[config.mk]
export PLATFORM = sky130hd
export DESIGN_NAME = wb_rdwr_arbiter
export DESIGN_NICKNAME = d
export VERILOG_FILES = /design/src/rtl/wb_bridge_pkg.sv /design/src/rtl/wb_rdwr_arbiter.sv
export SDC_FILE = /design/constraint.sdc
export NUM_CORES = 1
export LEC_CHECK = 0
export CORE_AREA = 2 2 92 94
export CTS_BUF_LIST = sky130_fd_sc_hd__clkbuf_4 sky130_fd_sc_hd__clkbuf_8
export CTS_CLUSTER_DIAMETER = 30
export CTS_CLUSTER_SIZE = 20
export DETAILED_ROUTE_END_ITERATION = 6
export DIE_AREA = 0 0 94 96
export PLACE_DENSITY = 0.66
export SLEW_MARGIN = 20
export SYNTH_ARGS = -nofsm -noshare
export SYNTH_HDL_FRONTEND = slang
export SYNTH_SLANG_ARGS = --single-unit
[constraint.sdc]
create_clock -name i_clk -period 4.7 [get_ports i_clk]
set_clock_uncertainty 0.15 [all_clocks]
set_input_delay 0.705 -clock i_clk [delete_from_list [all_inputs] [get_ports i_clk]]
set_output_delay 0.705 -clock i_clk [all_outputs]
set_load 0.005 [all_outputs]
[src/rtl/wb_bridge_pkg.sv]
// Shared definitions for the Wishbone bridge arbiters: bus-owner encoding
// and the default timeout width.
package wb_bridge_pkg;

    typedef logic [1:0] owner_t;

    localparam owner_t OWN_IDLE  = 2'd0;
    localparam owner_t OWN_RD    = 2'd1;
    localparam owner_t OWN_WR    = 2'd2;
    localparam owner_t OWN_ABORT = 2'd3;

    localparam int DEFAULT_LGTIMEOUT = 6;

endpackage

[src/rtl/wb_rdwr_arbiter.sv]
// Two-port Wishbone arbiter: a read bridge and a write bridge share one bus,
// alternating on contention, with a bus-timeout that errors and aborts the owner.
module wb_rdwr_arbiter
    import wb_bridge_pkg::*;
#(
    parameter int AW        = 26,
    parameter int DW        = 32,
    parameter int LGTIMEOUT = DEFAULT_LGTIMEOUT
) (
    input  logic            i_clk,
    input  logic            i_axi_reset_n,
    input  logic            i_rd_cyc,
    input  logic            i_rd_stb,
    input  logic [AW-1:0]   i_rd_addr,
    input  logic [DW/8-1:0] i_rd_sel,
    output logic            o_rd_stall,
    output logic            o_rd_ack,
    output logic            o_rd_err,
    output logic [DW-1:0]   o_rd_data,
    input  logic            i_wr_cyc,
    input  logic            i_wr_stb,
    input  logic [AW-1:0]   i_wr_addr,
    input  logic [DW-1:0]   i_wr_data,
    input  logic [DW/8-1:0] i_wr_sel,
    output logic            o_wr_stall,
    output logic            o_wr_ack,
    output logic            o_wr_err,
    output logic            o_wb_cyc,
    output logic            o_wb_stb,
    output logic            o_wb_we,
    output logic [AW-1:0]   o_wb_addr,
    output logic [DW-1:0]   o_wb_data,
    output logic [DW/8-1:0] o_wb_sel,
    input  logic            i_wb_stall,
    input  logic            i_wb_ack,
    input  logic            i_wb_err,
    input  logic [DW-1:0]   i_wb_data
);

    // Error fires on the wait cycle that brings the count to 2**LGTIMEOUT-1.
    localparam logic [LGTIMEOUT-1:0] TIMEOUT_LAST = {{(LGTIMEOUT-1){1'b1}}, 1'b0};

    owner_t               state_reg, state_next;
    logic [LGTIMEOUT-1:0] count_reg, count_next;
    logic                 last_wr_reg, last_wr_next;

    logic own_rd, own_wr;
    logic bus_wait, timeout, bus_err;

    assign own_rd = (state_reg == OWN_RD);
    assign own_wr = (state_reg == OWN_WR);

    always_comb begin
        o_wb_cyc  = (own_rd & i_rd_cyc) | (own_wr & i_wr_cyc);
        o_wb_stb  = (own_rd & i_rd_stb) | (own_wr & i_wr_stb);
        o_wb_we   = own_wr;
        o_wb_addr = own_wr ? i_wr_addr : (own_rd ? i_rd_addr : '0);
        o_wb_sel  = own_wr ? i_wr_sel  : (own_rd ? i_rd_sel  : '0);
        o_wb_data = own_wr ? i_wr_data : '0;
    end

    assign bus_wait = o_wb_cyc & ~i_wb_ack & ~i_wb_err;
    assign timeout  = o_wb_cyc & ~i_wb_ack & (count_reg == TIMEOUT_LAST);
    // A real bus error and a timeout in the same cycle merge into one pulse.
    assign bus_err  = o_wb_cyc & (i_wb_err | timeout);

    assign o_rd_stall = own_rd ? i_wb_stall : 1'b1;
    assign o_wr_stall = own_wr ? i_wb_stall : 1'b1;
    assign o_rd_ack   = own_rd & o_wb_cyc & i_wb_ack;
    assign o_wr_ack   = own_wr & o_wb_cyc & i_wb_ack;
    assign o_rd_err   = own_rd & bus_err;
    assign o_wr_err   = own_wr & bus_err;
    assign o_rd_data  = i_wb_data;

    always_comb begin
        state_next   = state_reg;
        last_wr_next = last_wr_reg;
        count_next   = bus_wait ? count_reg + 1'b1 : '0;
        case (state_reg)
            OWN_IDLE: begin
                if (i_rd_cyc && (!i_wr_cyc || last_wr_reg)) begin
                    state_next   = OWN_RD;
                    last_wr_next = 1'b0;
                end else if (i_wr_cyc) begin
                    state_next   = OWN_WR;
                    last_wr_next = 1'b1;
                end
            end
            OWN_RD: begin
                if (timeout)
                    state_next = OWN_ABORT;
                else if (!i_rd_cyc)
                    state_next = OWN_IDLE;
            end
            OWN_WR: begin
                if (timeout)
                    state_next = OWN_ABORT;
                else if (!i_wr_cyc)
                    state_next = OWN_IDLE;
            end
            default: begin
                // The aborted owner is the one granted last; wait for it to let go.
                if (last_wr_reg ? !i_wr_cyc : !i_rd_cyc)
                    state_next = OWN_IDLE;
            end
        endcase
    end

    always_ff @(posedge i_clk) begin
        if (!i_axi_reset_n) begin
            state_reg   <= OWN_IDLE;
            count_reg   <= '0;
            last_wr_reg <= 1'b1;
        end else begin
            state_reg   <= state_next;
            count_reg   <= count_next;
            last_wr_reg <= last_wr_next;
        end
    end

endmodule

Yosys cells after proc, flatten, opt, wreduce, memory -nomap -nowiden. Index checks and enable logic that the tools add are counted. W data, S select, Z words.

Flip-flop bits (word level): 9. Input port bits: 133. Output and inout bits: 103. Logic and storage cells: 57.

$add $sub $neg: 1. Equality and inequality tests: 6. Multiplexer cells: 18. Bitwise logic cells: 19. Reduce and logical (&&, ||, !) cells: 10.

Operators with widths (number): $mux W26 (2); $mux W32 (1); $and A1 B1 Y1 (14); $mux W2 (7); $mux W4 (2); $add A6 B1 Y6 const B (1); $eq A6 B6 Y1 const B (1); $ne A3 B2 Y1 const B (2); $pmux W2 S3 (1); $mux W1 (5); $reduce_and A2 Y1 (2); $reduce_and A4 Y1 (1); $reduce_bool A4 Y1 (1); $ne A3 B3 Y1 const B (1); $or A1 B1 Y1 (3); $eq A2 B1 Y1 const B (1); $eq A2 B2 Y1 const B (1); $logic_not A1 Y1 (2); $logic_not A2 Y1 (1); $not A1 Y1 (2); $reduce_bool A2 Y1 (1); $logic_and A1 B1 Y1 (1); $logic_or A1 B1 Y1 (1).

Depth between registers and ports, before layout. Gate-level depths: netlist of the first run.

Word-level depth: 8. Gate-level depth with buffers: 8. Depth with buffers taken out: 7.

Least setup slack after synthesis of the first run. OpenSTA, ideal clock, no wires.

Kind: register to output. Start point: register state_reg[0]. End point: output o_wr_err. Data arrival time: 1307 ps. Required time: 3845 ps. Slack: 2538 ps. Cell stages (with the launch flop): 7. Buffers on the path: 2. Cell sequence: dfxtp_1 > inv_1 > ha_1 > clkbuf_1 > buf_2 > inv_1 > nor2_1.

Longest elaborated chain between the ends: 8. Elaborated cells between the ends (all ways): 10. Classes of those cells: eq/ne: 2; bitwise: 8.

Ends and longest elaborated chain: from (decl) (RTL line wb_rdwr_arbiter.sv:43) `owner_t state_reg, state_next;`; from (signal assigned) (RTL line wb_rdwr_arbiter.sv:115) `state_reg <= state_next;`; $eq A2 B2 Y1 (*) (RTL line wb_rdwr_arbiter.sv:51) `assign own_wr = (state_reg == OWN_WR);`; named net o_wb_we (RTL line wb_rdwr_arbiter.sv:30) `output logic o_wb_we,`; $and A1 B1 Y1 (RTL line wb_rdwr_arbiter.sv:54) `o_wb_cyc = (own_rd & i_rd_cyc) | (own_wr & i_wr_cyc);`; $or A1 B1 Y1 (RTL line wb_rdwr_arbiter.sv:54); $and A1 B1 Y1 (2 in series) (RTL line wb_rdwr_arbiter.sv:63) `assign timeout = o_wb_cyc & ~i_wb_ack & (count_reg == TIMEOUT_LAST);`; $or A1 B1 Y1 (RTL line wb_rdwr_arbiter.sv:65) `assign bus_err = o_wb_cyc & (i_wb_err | timeout);`; $and A1 B1 Y1 (RTL line wb_rdwr_arbiter.sv:65); $and A1 B1 Y1 (*) (RTL line wb_rdwr_arbiter.sv:72) `assign o_wr_err = own_wr & bus_err;`; to (decl) (RTL line wb_rdwr_arbiter.sv:27) `output logic o_wr_err,`.

Mark *: on every way through the listed nets, which the timed path passes. The rest lies on a longest branch.

Worst setup path in the final report of the first run.
Start point: register state_reg[0]. End point: output o_wb_addr[25].

Longest elaborated chain between the ends: 3. Elaborated cells between the ends (all ways): 4. Classes of those cells: eq/ne: 2; mux: 2.

Ends and longest elaborated chain: $eq A2 B1 Y1 (RTL line wb_rdwr_arbiter.sv:50) `assign own_rd = (state_reg == OWN_RD);`; $mux W26 (RTL line wb_rdwr_arbiter.sv:57) `o_wb_addr = own_wr ? i_wr_addr : (own_rd ? i_rd_addr : '0);`; $mux W26 (*) (RTL line wb_rdwr_arbiter.sv:57); to (decl) (RTL line wb_rdwr_arbiter.sv:31) `output logic [AW-1:0] o_wb_addr,`.

Every way passes the cells marked *; elsewhere a longest branch is shown, timed or not.

==> results of run 1 <==
[stage by stage]
step | worst slack [ps] | hold slack (ps) | power (mW)
after floorplan | 2538 | 290.9 | 0.4570
after global placement | 1521 | 308.4 | 0.9368
after detailed placement | 1479 | 313.7 | 0.9380
after CTS | 1232 | 328.4 | 1.041
after global routing | 1017 | 375.2 | 1.121
final | 1260 | 327.5 | 1.027
[layout by cell type (no fill, tap or decap), drive strengths merged, types with 2 or more instances in the layout]
cell | netlist | final
clkdlybuf4s50 | 0 | 171
nand2 | 57 | 57
o21ai | 33 | 33
and2 | 32 | 32
nor2 | 9 | 9
dfxtp | 9 | 9
inv | 8 | 8
ha | 6 | 6
nand2b | 5 | 5
a21oi | 4 | 4
clkbuf | 10 | 4
and3 | 3 | 3
a22o | 3 | 3
nand3 | 3 | 3
nor4 | 2 | 2
nor3 | 2 | 2
xor2 | 2 | 2
buf | 37 | 2
[synthesized netlist by cell type (all sizes together) (4+ instances only)]
library cell and n:
nand2 57, buf 37, o21ai 33, and2 32
clkbuf 10, dfxtp 9, nor2 9, inv 8
ha 6, nand2b 5, a21oi 4
[power groups by stage]
stage | logic [mW] | registers (mW) | clock network [mW]
global route | 0.921 | 0.0975 | 0.102
floorplan | 0.362 | 0.0951 | 0
finish | 0.837 | 0.0963 | 0.0933
global placement | 0.840 | 0.0963 | 0
CTS | 0.850 | 0.0961 | 0.0957
detailed placement | 0.841 | 0.0975 | 0
[per-layer routing]
| layer | vias up | wire, um | share of wire | GRT usage |
|---|---|---|---|---|
| li1 | 993 | - | - | - |
| met1 | 839 | 2827 | 0.43 | 0.1746 |
| met2 | 76 | 3182 | 0.49 | 0.2131 |
| met3 | 12 | 426 | 0.065 | 0.01879 |
| met4 | 0 | 77 | 0.012 | 0.03865 |
| met5 | - | 0 | 0 | 0 |
[logic make-up (layout without fill, tap and decap cells)]
group           count (synthesis)  count (layout)
xor+xnor                        3               3
simple gates                  117             117
fa+ha+maj                       6               6
buf+inv                        55             185
flops                           9               9
compound gates                 46              46
mux                             1               1
[cell type report]
class,count,area [sq um]
tap,105,131.4
clock buffer,4,48.80
timing repair buffer,173,1727
inverter,8,30.03
fill,843,4981
sequential,9,180.2
multi-input combinational,173,953.4
[worst max-delay path, delay by kind of cell, from the launching register on]
family          cells  cell delay (ps)
compound gates      1              190
buf+inv             3             1040
fa+ha+maj           1              650
flops               1              330
simple gates        1              120
[worst paths after layout]
| kind | from | endpoint | slack [ps] | cells after the start |
|---|---|---|---|---|
| worst max-delay path | state_reg[0] | o_wb_addr[25] | 1260 | 6 |
| worst min-delay path | count_reg[0] | count_reg[0] | 330 | 1 |
| worst max register to register | state_reg[0] | state_reg[0] | 2450 | 6 |
| worst min register to register | count_reg[0] | count_reg[0] | 330 | 1 |
==> results.sh, run 1 <==
export IMPL_status="finished clean"
export IMPL_grt_max_degree=54
export IMPL_synth_cells=237
export IMPL_synth_cell_types=32
export IMPL_post_dp_hpwl_um=5206
export IMPL_grt_pass1_wl_um=9218
export IMPL_path_cells="inv_1 -> ha_2 -> buf_4 -> nor2_1 -> a22o_1 -> clkdlybuf4s50_1"
export IMPL_synth_edf_count=0
export IMPL_final_cell_count_no_fill=472
export IMPL_drv_cap=0
export IMPL_area_growth_pct=109.7
export IMPL_slew_viol_final=0
export IMPL_worst_setup_path_start_kind="flip-flop"
export IMPL_cpMaxStageDelayCell="ha_2"
export IMPL_fp_dieW_um=94
export IMPL_p_comb_frac=0.815
export IMPL_max_slew_worst_pin_slew_ps=707.2
export IMPL_synth_top_cell_area_share=0.1641
export IMPL_clock_latency_ps=230
export IMPL_yosysTopAreaCell="buf_4"
export IMPL_grt_pass1_vias=1749
export IMPL_design_area_sq_um=3070
export IMPL_synthXorXnorAreaFrac=0.01795
export IMPL_antenna_found_initial=0
export IMPL_max_freq_mhz=290.7
export IMPL_clk_pin_slew_ps=40
export IMPL_vias_per_cell=4.068
export IMPL_arrival_ps=2590
export IMPL_core_area_sq_um=8051
export IMPL_crit_required_ps=3850
export IMPL_crit_path_end_kind="output pin"
export IMPL_drive_gt1_frac=0.02997
export IMPL_pin_count=236
export IMPL_grt_usage=0.1292
export IMPL_swShare=0.3838
export IMPL_synth_top_family_by_area="simple AND/OR/NAND/NOR gates"
export IMPL_placed_cells=468
export IMPL_routabilityCongestion=0.7362
export IMPL_io_buffers=171
export IMPL_cts_setup_buffers=0
export IMPL_num_vias=1920
export IMPL_synth_seq_area_share=0.1231
export IMPL_fin_tns_setup_ps=0
export IMPL_dieArea_sq_um=9024
export IMPL_placed_cell_area_sq_um=3022
export IMPL_start_util=0.1818
export IMPL_netSwitchingPower_mw=0.3941
export IMPL_critPathMaxStageDelay_ps=650
export IMPL_syn_area_sq_um=1464
export IMPL_dr_pass1_iters=4
export IMPL_worstPathMaxFanout=53
export IMPL_synth_top_cells_by_area="buf_4 (16%), nand2_1 (15%), and2_1 (14%)"
export IMPL_largest_register_ffs=6
export IMPL_clk_path_buf_depth=2
export IMPL_min_period_over_period=0.7320
export IMPL_syn_nets=376
export IMPL_h_tree_depth=1
export IMPL_drtAntennaViolNets=0
export IMPL_dr_first_iter_drc_count=46
export IMPL_rsz0062_at_grt="no"
export IMPL_p_per_area_nw_per_um2=334.4
export IMPL_synthMuxAreaShare=0.006838
export IMPL_setup_viol=0
export IMPL_synth_adder_area_share=0.05128
export IMPL_cts_sinks=9
export IMPL_die_height_um=96
export IMPL_gr_total_overflow=0
export IMPL_ctsResizeCount=0
export IMPL_vdd_ir_drop_worst_v=0.0001977
export IMPL_synth_flop_cell="dfxtp_1"
export IMPL_hp_class="flip-flop to flip-flop"
export IMPL_syn_avg_cell_area_sq_um=6.177
export IMPL_numCtsBuffers=3
export IMPL_maxSlewHeadroom=0.5285
export IMPL_nNetsFinal=507
export IMPL_cts_root_buf="clkbuf_8"
export IMPL_hold_buffers=0
export IMPL_yosys_warnings=0
export IMPL_antenna_cells=0
export IMPL_leakagePower_nw=1.105
export IMPL_drt_total_wl_um=6514
export IMPL_p_int_mw=0.6326
export IMPL_power_frac_seq=0.094
export IMPL_fin_util=0.3814
export IMPL_worstSetupPathType="flip-flop to output pin"
export IMPL_cts_tree="done"
export IMPL_async_flop_share=0
export IMPL_routedWlPerCell_um=13.80
export IMPL_route_detailed_drc=0
export IMPL_synth_compound_area_frac=0.1855
export IMPL_synth_seq_cells=9
export IMPL_pwr_share_clk=0.091
export IMPL_post_route_min_period_ps=3440
export IMPL_synth_simple_area_share=0.3880
export IMPL_rows=33
export IMPL_hold_viol=0
(Power assumes the default switching activity.)
==> run 2: changes to the inputs <==
--- a/config.mk
+++ b/config.mk
@@ -11,7 +11,7 @@
 export CTS_CLUSTER_SIZE = 20
 export DETAILED_ROUTE_END_ITERATION = 6
 export DIE_AREA = 0 0 94 96
-export PLACE_DENSITY = 0.66
+export PLACE_DENSITY = 0.69
 export SLEW_MARGIN = 20
 export SYNTH_ARGS = -nofsm -noshare
 export SYNTH_HDL_FRONTEND = slang
==> constraint.sdc (replaced) <==
create_clock -name i_clk -period 2.8 [get_ports i_clk]
set_clock_uncertainty 0.15 [all_clocks]
set_input_delay 0.42 -clock i_clk [delete_from_list [all_inputs] [get_ports i_clk]]
set_output_delay 0.42 -clock i_clk [all_outputs]
set_load 0.005 [all_outputs]
==> results.sh, run 2 (same netlist as run 1, synthesis figures left out) <==
export IMPL_cts_tree="done"
export IMPL_grt_pass1_vias=1910
export IMPL_worstSetupPathType="input pin to output pin"
export IMPL_largest_register_ffs=6
export IMPL_leakagePower_nw=1.118
export IMPL_p_int_mw=1.092
export IMPL_p_per_area_nw_per_um2=564.5
export IMPL_rrSetupSlack_ps=970
export IMPL_dr_first_iter_drc_count=41
export IMPL_worst_setup_path_start_kind="input pin"
export IMPL_dr_pass1_iters=4
export IMPL_min_period_over_period=0.9343
export IMPL_rsz0062_at_grt="no"
export IMPL_routabilityCongestion=0.8300
export IMPL_rows=33
export IMPL_h_tree_depth=1
export IMPL_clk_pin_slew_ps=40
export IMPL_vias_per_cell=4.110
export IMPL_arrival_ps=2050
export IMPL_fp_dieW_um=94
export IMPL_nNetsFinal=509
export IMPL_grt_usage=0.1264
export IMPL_crit_path_end_kind="output pin"
export IMPL_reg2reg_depth=7
export IMPL_endpoint="o_rd_err"
export IMPL_drtAntennaViolNets=0
export IMPL_drive_gt1_frac=0.03794
export IMPL_grt_pass1_wl_um=9232
export IMPL_pwr_share_clk=0.092
export IMPL_setup_viol=0
export IMPL_numCtsBuffers=3
export IMPL_power_frac_seq=0.092
export IMPL_post_route_min_period_ps=2616
export IMPL_antenna_found_initial=0
export IMPL_hold_viol=0
export IMPL_hold_buffers=0
export IMPL_swShare=0.3768
export IMPL_hp_class="flip-flop to flip-flop"
export IMPL_clock_latency_ps=230
export IMPL_final_common_cell="clkdlybuf4s50_1"
export IMPL_netSwitchingPower_mw=0.6603
export IMPL_r2r_end="state_reg[1]"
export IMPL_num_vias=1948
export IMPL_post_dp_hpwl_um=5085
export IMPL_crit_required_ps=2230
export IMPL_placed_cells=470
export IMPL_gr_total_overflow=0
export IMPL_clk_path_buf_depth=2
export IMPL_max_freq_mhz=382.3
export IMPL_area_growth_pct=112.1
export IMPL_route_detailed_drc=0
export IMPL_cts_sinks=9
export IMPL_pin_count=236
export IMPL_worst_r2r_startpoint="state_reg[0]"
export IMPL_antenna_cells=0
export IMPL_total_power_mw=1.752
export IMPL_die_height_um=96
export IMPL_start_util=0.1818
export IMPL_fin_tns_setup_ps=0
export IMPL_max_slew_worst_pin_slew_ps=337.8
export IMPL_cts_root_buf="clkbuf_8"
export IMPL_final_cell_mix="clkdlybuf4s50_1 (171), nand2_1 (57), o21ai_0 (33), and2_1 (32)"
export IMPL_slew_viol_final=0
export IMPL_final_cell_count_no_fill=474
export IMPL_status="finished clean"
export IMPL_drv_cap=0
export IMPL_drt_total_wl_um=6289
export IMPL_worstPathMaxFanout=6
export IMPL_io_buffers=171
export IMPL_p_comb_frac=0.816
export IMPL_dieArea_sq_um=9024
export IMPL_maxSlewHeadroom=0.7727
export IMPL_vdd_ir_drop_worst_v=0.0003180
export IMPL_core_area_sq_um=8051
export IMPL_grt_max_degree=63
export IMPL_crit_path_start="i_rd_cyc"
export IMPL_routedWlPerCell_um=13.27
run 2: how the worst min path moves through the flow:
stage                      start           end  slack [ps]  cells after the start
finish              count_reg[0]  count_reg[0]         330                      1
global route        count_reg[0]  count_reg[0]         360                      1
CTS                 count_reg[0]  count_reg[0]         330                      1
detailed placement  count_reg[0]  count_reg[0]         320                      1
global placement    count_reg[0]  count_reg[0]         310                      1
floorplan           count_reg[0]  count_reg[0]         290                      1
run 2: final cells by class:
class	count	area (sq um)
inverters	8	30.03
clock buffers	4	48.80
repair buffers	175	1758
well taps	105	131.4
multi-input cells	173	955.9
flip-flops and latches	9	180.2
fillers	832	4947
run 2: repair_timing:
| action | 4_1_cts | 5_1_grt |
|---|---|---|
| setup buffers | 0 | 0 |
| setup endpoints to repair | 1 | 2 |
| resized for setup | 1 | 1 |
run 2: stage by stage:
step | worst slack (ps) | utilization | hold WS (ps) | instance area [sq um]
2_1_floorplan | 923.3 | - | 290.9 | 1464
3_3_place_gp | 267.2 | 0.3787 | 306.5 | 3049
3_5_place_dp | 224.2 | 0.3787 | 318.1 | 3049
4_1_cts | 29.02 | 0.3852 | 332.9 | 3102
5_1_grt | 9.137 | 0.3855 | 362.0 | 3104
6_report | 184.0 | 0.3855 | 334.2 | 3104
run 2: routing by layer:
layer | GRT usage | vias to the layer above | share of wire | wire length (um)
met3 | 0.03367 | 14 | 0.088 | 552
met4 | 0.03019 | 0 | 0.014 | 87
met5 | 0 | - | 0 | 0
met2 | 0.2208 | 101 | 0.48 | 3031
met1 | 0.1550 | 839 | 0.42 | 2618
li1 | - | 994 | - | -
run 2: power groups by stage:
stage | Combinational [mW] | Sequential (mW) | Clock, mW
detailed placement | 1.44 | 0.164 | 0
floorplan | 0.607 | 0.160 | 0
global route | 1.57 | 0.164 | 0.176
finish | 1.43 | 0.162 | 0.162
CTS | 1.46 | 0.161 | 0.163
global placement | 1.43 | 0.161 | 0
run 2: worst max-delay path, cell delays in order:
cell	delay, ps
clkdlybuf4s50_1	580
a22oi_2	110
inv_1	160
o21ai_0	150
nor2_1	110
clkdlybuf4s50_1	510
==> run 3: changes to the inputs <==
--- a/config.mk
+++ b/config.mk
@@ -5,13 +5,14 @@
 export SDC_FILE = /design/constraint.sdc
 export NUM_CORES = 1
 export LEC_CHECK = 0
-export CORE_AREA = 2 2 92 94
+export ABC_AREA = 1
+export CORE_AREA = 2 2 91 93
 export CTS_BUF_LIST = sky130_fd_sc_hd__clkbuf_4 sky130_fd_sc_hd__clkbuf_8
 export CTS_CLUSTER_DIAMETER = 30
 export CTS_CLUSTER_SIZE = 20
 export DETAILED_ROUTE_END_ITERATION = 6
-export DIE_AREA = 0 0 94 96
-export PLACE_DENSITY = 0.69
+export DIE_AREA = 0 0 93 95
+export PLACE_DENSITY = 0.71
 export SLEW_MARGIN = 20
 export SYNTH_ARGS = -nofsm -noshare
 export SYNTH_HDL_FRONTEND = slang
==> results.sh, run 3 <==
export IMPL_routedWlPerCell_um=12.48
export IMPL_h_tree_depth=1
export IMPL_crit_path_end_kind="output pin"
export IMPL_synth_simple_area_share=0.4629
export IMPL_post_dp_hpwl_um=5358
export IMPL_worst_setup_path_start_kind="flip-flop"
export IMPL_seqCellArea_sq_um=180.2
export IMPL_numCtsBuffers=3
export IMPL_max_freq_mhz=382.5
export IMPL_clk_pin_slew_ps=50
export IMPL_setup_viol=0
export IMPL_nFillCells=824
export IMPL_arrival_ps=2040
export IMPL_synth_top_cell_area_share=0.2606
export IMPL_dr_pass1_iters=4
export IMPL_synth_common_cells="nand2_1 (109), inv_1 (50), nand3_1 (35)"
export IMPL_leakagePower_nw=1.580
export IMPL_hp_class="flip-flop to flip-flop"
export IMPL_drv_cap=0
export IMPL_post_route_min_period_ps=2614
export IMPL_worstSetupPathType="flip-flop to output pin"
export IMPL_synth_top_family_by_area="simple AND/OR/NAND/NOR gates"
export IMPL_synth_cells=294
export IMPL_clk_path_buf_depth=2
export IMPL_cts_tree="done"
export IMPL_syn_area_sq_um=1570
export IMPL_hold_viol=0
export IMPL_worstPathMaxFanout=11
export IMPL_yosysTopAreaCell="nand2_1"
export IMPL_nNetsFinal=567
export IMPL_syn_avg_cell_area_sq_um=5.341
export IMPL_rsz0062_at_grt="no"
export IMPL_drt_total_wl_um=6642
export IMPL_syn_nets=433
export IMPL_synth_flop_cell="dfxtp_1"
export IMPL_multi_input_area_sq_um=913.4
export IMPL_yosys_warnings=0
export IMPL_grt_usage=0.1345
export IMPL_io_buffers=171
export IMPL_vdd_ir_drop_worst_v=0.0004659
export IMPL_fp_dieW_um=93
export IMPL_pin_count=236
export IMPL_post_synth_top_count_cell="nand2_1"
export IMPL_synth_seq_cells=9
export IMPL_rrSetupSlack_ps=1090
export IMPL_dr_first_iter_drc_count=37
export IMPL_fin_util=0.4077
export IMPL_num_vias=2153
export IMPL_synth_adder_area_share=0.04781
export IMPL_synth_top_cells_by_area="nand2_1 (26%), buf_4 (16%), inv_1 (12%)"
export IMPL_total_power_mw=2.137
export IMPL_antenna_cells=0
export IMPL_synth_compound_area_frac=0.05179
export IMPL_dieArea_sq_um=8835
export IMPL_drive_gt1_frac=0.04918
export IMPL_hold_buffers=0
export IMPL_vias_per_cell=4.047
export IMPL_routabilityCongestion=0.7627
export IMPL_antenna_found_initial=0
export IMPL_die_height_um=95
export IMPL_p_per_area_nw_per_um2=661.2
export IMPL_core_area_sq_um=7928
export IMPL_async_flop_share=0
export IMPL_synthMuxAreaShare=0
export IMPL_min_period_over_period=0.9337
export IMPL_final_cell_mix="clkdlybuf4s50_1 (171), nand2_1 (109), inv_1 (50), nand3_1 (35), nor2_1 (14)"
export IMPL_cts_setup_buffers=0
export IMPL_area_growth_pct=105.8
export IMPL_cts_sinks=9
export IMPL_max_slew_worst_pin_slew_ps=316.8
export IMPL_route_detailed_drc=0
export IMPL_slew_viol_final=0
export IMPL_gr_total_overflow=0
export IMPL_grt_pass1_wl_um=9584
export IMPL_status="finished clean"
export IMPL_synthXorXnorAreaFrac=0.01116
export IMPL_final_common_cell="clkdlybuf4s50_1"
export IMPL_clock_latency_ps=230
export IMPL_fin_tns_setup_ps=0
export IMPL_maxSlewHeadroom=0.7888
export IMPL_crit_required_ps=2230
export IMPL_synth_cell_types=27
export IMPL_synth_seq_area_share=0.1147
export IMPL_rows=33
export IMPL_grt_max_degree=34
export IMPL_start_util=0.1981
export IMPL_largest_register_ffs=6
export IMPL_drtAntennaViolNets=0
export IMPL_cts_root_buf="clkbuf_8"
export IMPL_synth_edf_count=0
export IMPL_grt_pass1_vias=1972
[run 3: per-layer routing]
| metal | track usage | share of wire | up-vias |
|---|---|---|---|
| met5 | 0 | 0 | - |
| met4 | 0.04412 | 0.023 | 0 |
| met3 | 0.03512 | 0.080 | 17 |
| met2 | 0.2379 | 0.49 | 77 |
| met1 | 0.1584 | 0.41 | 955 |
| li1 | - | - | 1104 |
[run 3: timing repair]
action | CTS | global route
endpoints found under the setup margin | 0 | 2
gates resized for setup | 0 | 1
endpoints found under the hold margin | 0 | 0
[run 3: critical path: stages (launching register included)]
cell	delay [ps]
dfxtp_1	330
inv_1	150
ha_4	240
nand2_1	160
a21oi_4	180
a22oi_1	130
nor2_1	120
clkdlybuf4s50_1	510
[run 3: logic make-up (layout without fill, tap and decap cells)]
kind of cell / Yosys count / in the layout
AOI/OAI and AO/OA: 10 / 10
adders and majority gates: 6 / 6
buffers and inverters: 97 / 230
and+or+nand+nor: 170 / 170
xor gates and xnor gates: 2 / 2
DFF: 9 / 9
[run 3: power breakdown]
part	switching [mW]	total (mW)	leakage (nW)	internal (mW)
Combinational	0.810	1.81	1.48	0.996
Clock	0.0538	0.163	0.0262	0.109
Sequential	0.0191	0.167	0.0731	0.148
[run 3: cell type report]
| class | count | share of cell area |
|---|---|---|
| Sequential cell | 9 | 0.05575 |
| Clock buffer | 4 | 0.01510 |
| Timing Repair Buffer | 175 | 0.5466 |
| Inverter | 51 | 0.05923 |
| Multi-Input combinational cell | 188 | 0.2826 |
| Tap cell | 105 | 0.04065 |
[run 3: worst paths after layout]
| kind | endpoint | cells after the start | startpoint |
|---|---|---|---|
| worst max-delay path | o_rd_err | 7 | state_reg[0] |
| worst min-delay path | count_reg[0] | 1 | count_reg[0] |
| worst max register to register | state_reg[0] | 9 | state_reg[0] |
| worst min register to register | count_reg[0] | 1 | count_reg[0] |
[run 3: per-stage QoR]
| stage | cell area, sq um | worst slack [ps] | hold WS [ps] | cells |
|---|---|---|---|---|
| 4_1_cts | 3222 | 76.78 | 329.0 | 532 |
| 2_1_floorplan | 1570 | 1018 | 291.4 | 294 |
| 6_report | 3232 | 185.6 | 324.8 | 532 |
| 5_1_grt | 3232 | 25.30 | 362.7 | 532 |
| 3_5_place_dp | 3173 | 216.4 | 318.1 | 528 |
| 3_3_place_gp | 3173 | 230.4 | 311.9 | 528 |
